File: config.mk
export PLATFORM = sky130hd
export DESIGN_NAME = calc_operand_sequencer
export DESIGN_NICKNAME = d
export VERILOG_FILES = /design/src/rtl/calc_pkg.sv /design/src/rtl/button_conditioner.sv /design/src/rtl/calc_operand_sequencer.sv
export SDC_FILE = /design/constraint.sdc
export NUM_CORES = 1
export LEC_CHECK = 0
export CORE_AREA = 2 2 56 48
export CTS_CLUSTER_SIZE = 12
export DETAILED_ROUTE_END_ITERATION = 7
export DIE_AREA = 0 0 58 50
export PLACE_DENSITY = 0.8
export SYNTH_ARGS = -nofsm -noshare
export SYNTH_HDL_FRONTEND = slang
export SYNTH_HIERARCHICAL = 1
export SYNTH_SLANG_ARGS = --single-unit
File: constraint.sdc
create_clock -name clk -period 3.9 [get_ports clk]
set_clock_uncertainty 0.05 [all_clocks]
set_input_delay 0.39 -clock clk [delete_from_list [all_inputs] [get_ports clk]]
set_output_delay 0.39 -clock clk [all_outputs]
set_load 0.03 [all_outputs]
File: src/rtl/calc_pkg.sv
// Shared definitions for the calculator operand sequencer: FSM state encoding,
// operation codes and the operand width used by the 4-bit adder datapath.
package calc_pkg;

  localparam int OPND_W = 4;

  localparam logic OP_ADD = 1'b0;
  localparam logic OP_SUB = 1'b1;

  typedef enum logic [1:0] {
    S_A    = 2'b00,
    S_B    = 2'b01,
    S_EXEC = 2'b10,
    S_DONE = 2'b11
  } state_t;

endpackage

File: src/rtl/button_conditioner.sv
// Raw push-button conditioner: 2-FF synchroniser, optional debounce filter and
// rising-edge detector producing a single-cycle pulse per accepted press.
// Optional feature macro: CALC_DEBOUNCE_EN (debounce filter compiled in).
module button_conditioner #(
  parameter int DEBOUNCE_CYCLES = 16
) (
  input  logic clk,
  input  logic rst,
  input  logic btn,
  output logic pulse
);

  logic sync_p0;
  logic sync_p1;
  logic lvl_p2;
  logic lvl_prev;

  if (DEBOUNCE_CYCLES < 1) begin : g_param_check
    $error("DEBOUNCE_CYCLES must be at least 1");
  end

  // Two-flop synchroniser for the asynchronous button input
  always_ff @(posedge clk or posedge rst) begin
    if (rst) begin
      sync_p0 <= 1'b0;
      sync_p1 <= 1'b0;
    end else begin
      sync_p0 <= btn;
      sync_p1 <= sync_p0;
    end
  end

`ifdef CALC_DEBOUNCE_EN
  localparam int CNT_W = $clog2(DEBOUNCE_CYCLES + 1);
  localparam logic [CNT_W-1:0] CNT_LAST = CNT_W'(DEBOUNCE_CYCLES - 1);

  logic [CNT_W-1:0] db_cnt;
  logic             db_lvl;

  // Accept a new level only after it has been seen DEBOUNCE_CYCLES times in a row
  always_ff @(posedge clk or posedge rst) begin
    if (rst) begin
      db_cnt <= '0;
      db_lvl <= 1'b0;
    end else if (sync_p1 == db_lvl) begin
      db_cnt <= '0;
    end else if (db_cnt == CNT_LAST) begin
      db_cnt <= '0;
      db_lvl <= sync_p1;
    end else begin
      db_cnt <= db_cnt + 1'b1;
    end
  end

  assign lvl_p2 = db_lvl;
`else
  assign lvl_p2 = sync_p1;
`endif

  // Previous accepted level, used to spot the low-to-high transition
  always_ff @(posedge clk or posedge rst) begin
    if (rst) begin
      lvl_prev <= 1'b0;
    end else begin
      lvl_prev <= lvl_p2;
    end
  end

  // Pulse is combinational so the FSM acts on the edge right after the level rises
  assign pulse = lvl_p2 & ~lvl_prev;

endmodule

File: src/rtl/calc_operand_sequencer.sv
// Operand sequencer feeding the external 4-bit ripple-carry adder. Captures
// operand A, then operand B with the operation, drives the adder for one cycle
// and latches its sum and status flags for the display stage.
// Optional feature macro: CALC_DEBOUNCE_EN (button debounce in button_conditioner).
module calc_operand_sequencer
  import calc_pkg::*;
#(
  parameter int DEBOUNCE_CYCLES = 16
) (
  input  logic              clk,
  input  logic              rst,
  input  logic [OPND_W-1:0] SW,
  input  logic              Load,
  input  logic              Clear,
  input  logic              Op,
  output logic [OPND_W-1:0] A,
  output logic [OPND_W-1:0] B,
  output logic              Cin,
  input  logic [OPND_W-1:0] Sum,
  input  logic              Cout,
  output logic [OPND_W-1:0] Result,
  output logic              CarryOut,
  output logic              Borrow,
  output logic              Ovf,
  output logic              Valid,
  output logic [1:0]        State
);

  state_t            state;
  logic [OPND_W-1:0] a_reg;
  logic [OPND_W-1:0] b_reg;
  logic              op_reg;
  logic              load_p;
  logic              clear_p;

  // Signed overflow: both adder inputs share a sign that the sum does not
  function automatic logic ovf_calc(input logic [OPND_W-1:0] a_in,
                                    input logic [OPND_W-1:0] b_in,
                                    input logic [OPND_W-1:0] s_in);
    return (a_in[OPND_W-1] == b_in[OPND_W-1]) && (s_in[OPND_W-1] != a_in[OPND_W-1]);
  endfunction

  button_conditioner #(
    .DEBOUNCE_CYCLES(DEBOUNCE_CYCLES)
  ) u_load_cond (
    .clk  (clk),
    .rst  (rst),
    .btn  (Load),
    .pulse(load_p)
  );

  button_conditioner #(
    .DEBOUNCE_CYCLES(DEBOUNCE_CYCLES)
  ) u_clear_cond (
    .clk  (clk),
    .rst  (rst),
    .btn  (Clear),
    .pulse(clear_p)
  );

  // Subtraction is A + ~B + 1, so the adder sees inverted B and Cin = 1
  assign A     = a_reg;
  assign B     = (op_reg == OP_SUB) ? ~b_reg : b_reg;
  assign Cin   = op_reg;
  assign State = state;

  // Operand capture / execute / hold sequence; Clear overrides Load
  always_ff @(posedge clk or posedge rst) begin
    if (rst) begin
      state    <= S_A;
      a_reg    <= '0;
      b_reg    <= '0;
      op_reg   <= OP_ADD;
      Result   <= '0;
      CarryOut <= 1'b0;
      Borrow   <= 1'b0;
      Ovf      <= 1'b0;
      Valid    <= 1'b0;
    end else if (clear_p) begin
      state    <= S_A;
      a_reg    <= '0;
      b_reg    <= '0;
      op_reg   <= OP_ADD;
      Result   <= '0;
      CarryOut <= 1'b0;
      Borrow   <= 1'b0;
      Ovf      <= 1'b0;
      Valid    <= 1'b0;
    end else begin
      case (state)
        S_A: begin
          if (load_p) begin
            a_reg <= SW;
            state <= S_B;
          end
        end
        S_B: begin
          if (load_p) begin
            b_reg  <= SW;
            op_reg <= Op;
            state  <= S_EXEC;
          end
        end
        S_EXEC: begin
          // The adder has had a full clock period to settle on A/B/Cin
          Result   <= Sum;
          CarryOut <= Cout;
          Borrow   <= op_reg & ~Cout;
          Ovf      <= ovf_calc(A, B, Sum);
          Valid    <= 1'b1;
          state    <= S_DONE;
        end
        S_DONE: begin
          if (load_p) begin
            a_reg <= SW;
            Valid <= 1'b0;
            state <= S_B;
          end
        end
        default: state <= S_A;
      endcase
    end
  end

endmodule

# Word-level counts from Yosys, hierarchy flattened
# Index checks and enable logic that the tools add are counted.
# W data, S select, Z words.
[totals] ff_bits=25 latch_bits=0 ram_bits=0 mem_bits_ro=0 inputBits=14 out_inout_bits=19 wordCells=66 mem_count=0
[op_classes] addsub=0 multipliers=0 n_div=0 magnitude_cmp=0 n_eq_ne=8 shift=0 n_mux=24 bitwise_logic=7 reduce_logical=12
[op_table] op="$mux W4" count=8
[op_table] op="$mux W1" count=11
[op_table] op="$reduce_and A2 Y1" count=4
[op_table] op="$reduce_bool A2 Y1" count=4
[op_table] op="$mux W2" count=3
[op_table] op="$ne A3 B3 Y1 const B" count=2
[op_table] op="$pmux W2 S3" count=1
[op_table] op="$eq A2 B2 Y1 const B" count=2
[op_table] op="$not A4 Y4" count=1
[op_table] op="$and A1 B1 Y1" count=3
[op_table] op="$ne A3 B1 Y1 const B" count=1
[op_table] op="$not A1 Y1" count=3
[op_table] op="$reduce_bool A3 Y1" count=1
[op_table] op="$eq A2 B1 Y1 const B" count=1
[op_table] op="$logic_not A2 Y1" count=1
[op_table] op="$pmux W1 S2" count=1
[op_table] op="$reduce_or A2 Y1" count=1
[op_table] op="$eq A1 B1 Y1" count=1
[op_table] op="$logic_and A1 B1 Y1" count=1
[op_table] op="$ne A1 B1 Y1" count=1

# Longest topological paths before layout
[logic_depth] depth_word=6 ltp_mapped=6 depth_no_buf=5

# Modules after synthesis
# The synthesis kept the hierarchy.
[by_module_without_submodules] mod="calc_operand_sequencer" instances=1 cells_each=92 area_each_um2=899.6 seq_area_each_um2=475.5
[by_module_without_submodules] mod="button_conditioner" instances=2 cells_each=5 area_each_um2=92.6 seq_area_each_um2=75.1

# Worst setup path before layout
# No wires, ideal clock.
[synth_path] path_type="register -> register" start="register op_reg, in the netlist Cin" end="register Ovf" setup_ns=0.099 arrival_ns=1.531 required_ns=3.751 slack_ns=2.219 stages_incl_launch_ff=5 path_buffers=1 period_less_slack_ns=1.681 path_cell_list="dfrtp_1 -> buf_6 -> xor2_2 -> or3b_1 -> a311oi_1"
[synth_between] elab_chain_cells=5
[synth_rtl] item="start: declaration" line="calc_operand_sequencer.sv:32" text="logic op_reg;"
[synth_rtl] item="start signal: assignment" line="calc_operand_sequencer.sv:100" text="op_reg <= Op;"
[synth_rtl] item="$mux W4" line="calc_operand_sequencer.sv:63" text="assign B = (op_reg == OP_SUB) ? ~b_reg : b_reg;"
[synth_rtl] item="net B[3]" line="calc_operand_sequencer.sv:17" text="output logic [OPND_W-1:0] B,"
[synth_rtl] item="$eq A1 B1 Y1" line="calc_operand_sequencer.sv:40" text="return (a_in[OPND_W-1] == b_in[OPND_W-1]) && (s_in[OPND_W-1] != a_in[OPND_W-1]);"
[synth_rtl] item="$logic_and A1 B1 Y1" line="calc_operand_sequencer.sv:40"
[synth_rtl] item="$mux W1" line="calc_operand_sequencer.sv:90" text="case (state)"
[synth_rtl] item="$mux W1" line="calc_operand_sequencer.sv:79" text="end else if (clear_p) begin"
[synth_rtl] item="end signal: assignment" line="calc_operand_sequencer.sv:109" text="Ovf <= ovf_calc(A, B, Sum);"
[synth_rtl] item="end: declaration" line="calc_operand_sequencer.sv:24" text="output logic Ovf,"
# The timed path passes the listed nets, and every way through them passes these cells. The select of a mux whose other input is x is not followed.
# A chain may end at the register's enable or synchronous reset.

# Final worst setup path
[layout_path] start="register op_reg, in the netlist Cin" end="output port B[3]"
[layout_between] elab_chain_cells=1
[layout_rtl] item="$mux W4" line="calc_operand_sequencer.sv:63"
[layout_rtl] item="end: declaration" line="calc_operand_sequencer.sv:17"
# Every way passes these cells.

==> results.json <==
{
  "synth_warnings": 6,
  "p_leak_nw": 0.658,
  "worst_pin_slew_ns": 0.725,
  "die_w_um": 58,
  "critPathKind": "reg -> out",
  "place_area_mm2": 0.00141,
  "path_depth": 2,
  "nFillCells": 200,
  "vias_per_cell": 5.11,
  "p_sw_share_pct": 42.4,
  "dp_hpwl_um": 1580,
  "vias": 813,
  "critPathCaptureType": "output port",
  "cts_setup_buffers": 0,
  "rows": 16,
  "antenna_found_initial": 0,
  "hold_violations": 0,
  "power_density_mw_per_mm2": 739,
  "crit_chain": "xor2_2, clkdlybuf4s50_1",
  "hold_buffers": 0,
  "synthesis.nets": 119,
  "path_buf_inv": 1,
  "p_switching_uw": 451,
  "portBuffers": 32,
  "rsz0062_at_grt": "false",
  "cts_tree": "done",
  "ys_seq_area_share_pct": 57.7,
  "start_util_pct": 46.7,
  "cts.repair.resized": 0,
  "cts_root_buf": "clkbuf_4",
  "met1_usage_pct": 20.6,
  "netlist_area_mm2": 0.00108,
  "cp_max_fo": 7,
  "coreArea_mm2": 0.00232,
  "synth.distinct_cells": 21,
  "ant_nets": 0,
  "critPathLaunchType": "register",
  "required_ns": 3.46,
  "nets": 150,
  "ys_ff_latch": 25,
  "maxSlewHeadroom_pct": 51.6,
  "grt-ovfl-total": 0,
  "use_met3_pct": 5.51,
  "grt_usage_pct": 16.7,
  "critPathTopFamily": "buffers and inverters",
  "total_power_mw": 1.06,
  "io_pins": 33,
  "combPwrFrac_pct": 52.7,
  "fmax_mhz": 450,
  "place.gp.congestion": 0.752,
  "ys_top_cells_by_area": "dfrtp_1, a21oi_1, nand2_1",
  "clk_path_buf_depth": 2,
  "timing.rr.start": "Cin",
  "finalSetupTns_ns": 0,
  "finalCritPeriodShare_pct": 57.0,
  "grt_pass1_wl_um": 3630,
  "wl_per_cell_um": 13.3,
  "htree_levels": 1,
  "drtIter0Drc": 12,
  "status": "complete, no violations",
  "critPathMaxStageDelay_ns": 0.70,
  "irDropWorstVdd_mv": 0.415,
  "synth.avg_cell_area_um2": 10.6,
  "grt_use_met2_pct": 28.4,
  "critPathLaunch": "Cin",
  "wl_um": 2120,
  "clkPwrFrac_pct": 10.9,
  "worst_path_max_delay_cell": "clkdlybuf4s50_1",
  "synth_top_area_share_pct": 57.7,
  "slew_viol_final": 0,
  "fin_crit_ns": 2.22,
  "drive_gt1_share_pct": 6.06,
  "mostFrequentLayoutCells": "clkdlybuf4s50_1, dfrtp_1, nand2_1",
  "power_frac_seq_pct": 36.5,
  "arrival_ns": 1.78,
  "clock_sinks": 25,
  "clkLatencyLatePin_ns": 0.32,
  "synth_top_area_cell": "dfrtp_1",
  "grt.busiest_layer": "met2",
  "dieArea_mm2": 0.00290,
  "intPower_uw": 611,
  "firstDrtPassIters": 4,
  "die_h_um": 50,
  "worst_r2r_path_depth": 3,
  "final_area_mm2": 0.00144,
  "grt_max_degree": 20,
  "final_common_cell": "clkdlybuf4s50_1",
  "syn_inst": 102,
  "max_cap_viol_count": 0,
  "cts_buffers": 3,
  "grt_pass1_vias": 801,
  "hp-class": "in -> async",
  "drc": 0,
  "syn2layout_area_growth_pct": 32.4,
  "antenna_cells": 0,
  "setup_viol": 0,
  "clkTransAtPathRegs_ns": 0.13,
  "final_util_pct": 61.9
}
-- power by group through the flow --
stage | Clock (mW) | Combinational [mW] | Sequential, mW
after floorplan | 0 | 0.237 | 0.506
after global placement | 0 | 0.550 | 0.391
after detailed placement | 0 | 0.562 | 0.393
after CTS | 0.118 | 0.564 | 0.388
after global routing | 0.133 | 0.604 | 0.400
final | 0.115 | 0.559 | 0.387
-- cells by family after synthesis --
group	share of synthesized area (%)
xor+xnor	3.92
compound gates	8.19
flops	57.7
simple gates	17.3
mux	4.61
fa+ha+maj	3.46
buf+inv	4.84
-- Yosys cell counts (all sizes together) --
| cell | number |
|---|---|
| nand3b | 2 |
| nand2b | 1 |
| clkbuf | 4 |
| a311oi | 1 |
| a21oi | 13 |
| nor2 | 7 |
| xor2 | 4 |
| nand2 | 14 |
| nor2b | 3 |
| a21o | 2 |
| dfrtp | 25 |
| buf | 2 |
| or3b | 1 |
| inv | 6 |
| ha | 3 |
| mux2i | 5 |
| nand3 | 9 |
-- metal layers --
metal	up-vias	part of all wire, %
li1	397	-
met1	396	43
met2	18	52
met3	2	4.2
met4	0	0.71
met5	-	0
-- final timing paths --
kind,to,slack [ns]
min in group clk,u_clear_cond/lvl_p2,0.32
hold / removal,u_clear_cond/lvl_prev,0.22
hold reg to reg,u_clear_cond/lvl_p2,0.32
setup / recovery,B[3],1.68
setup reg to reg,Ovf,2.37
max in group asynchronous,A[3],2.86
-- metrics by stage --
| step | worst slack [ns] | hold slack [ns] | cells |
|---|---|---|---|
| after floorplan | 2.22 | 0.0936 | 102 |
| after global placement | 2.06 | 0.286 | 155 |
| after detailed placement | 2.05 | 0.294 | 155 |
| after CTS | 1.66 | 0.220 | 159 |
| after global routing | 1.60 | 0.211 | 159 |
| final | 1.68 | 0.223 | 159 |
-- worst register-to-register path, stage by stage, from the launching register on --
cell	delay [ns]
dfrtp_1	0.52
xor2_2	0.23
or3b_1	0.39
a311oi_1	0.26
-- area by class of cell --
class                           instances  area, um2  share of cell area [%]
Sequential cell                        25        626                    43.6
Multi-Input combinational cell         65        407                    28.3
Timing Repair Buffer                   32        320                    22.3
Tap cell                               27       33.8                    2.35
Clock buffer                            3       22.5                    1.57
Inverter                                6       22.5                    1.57
Clock inverter                          1       5.00                   0.348
(Power assumes the default switching activity.)
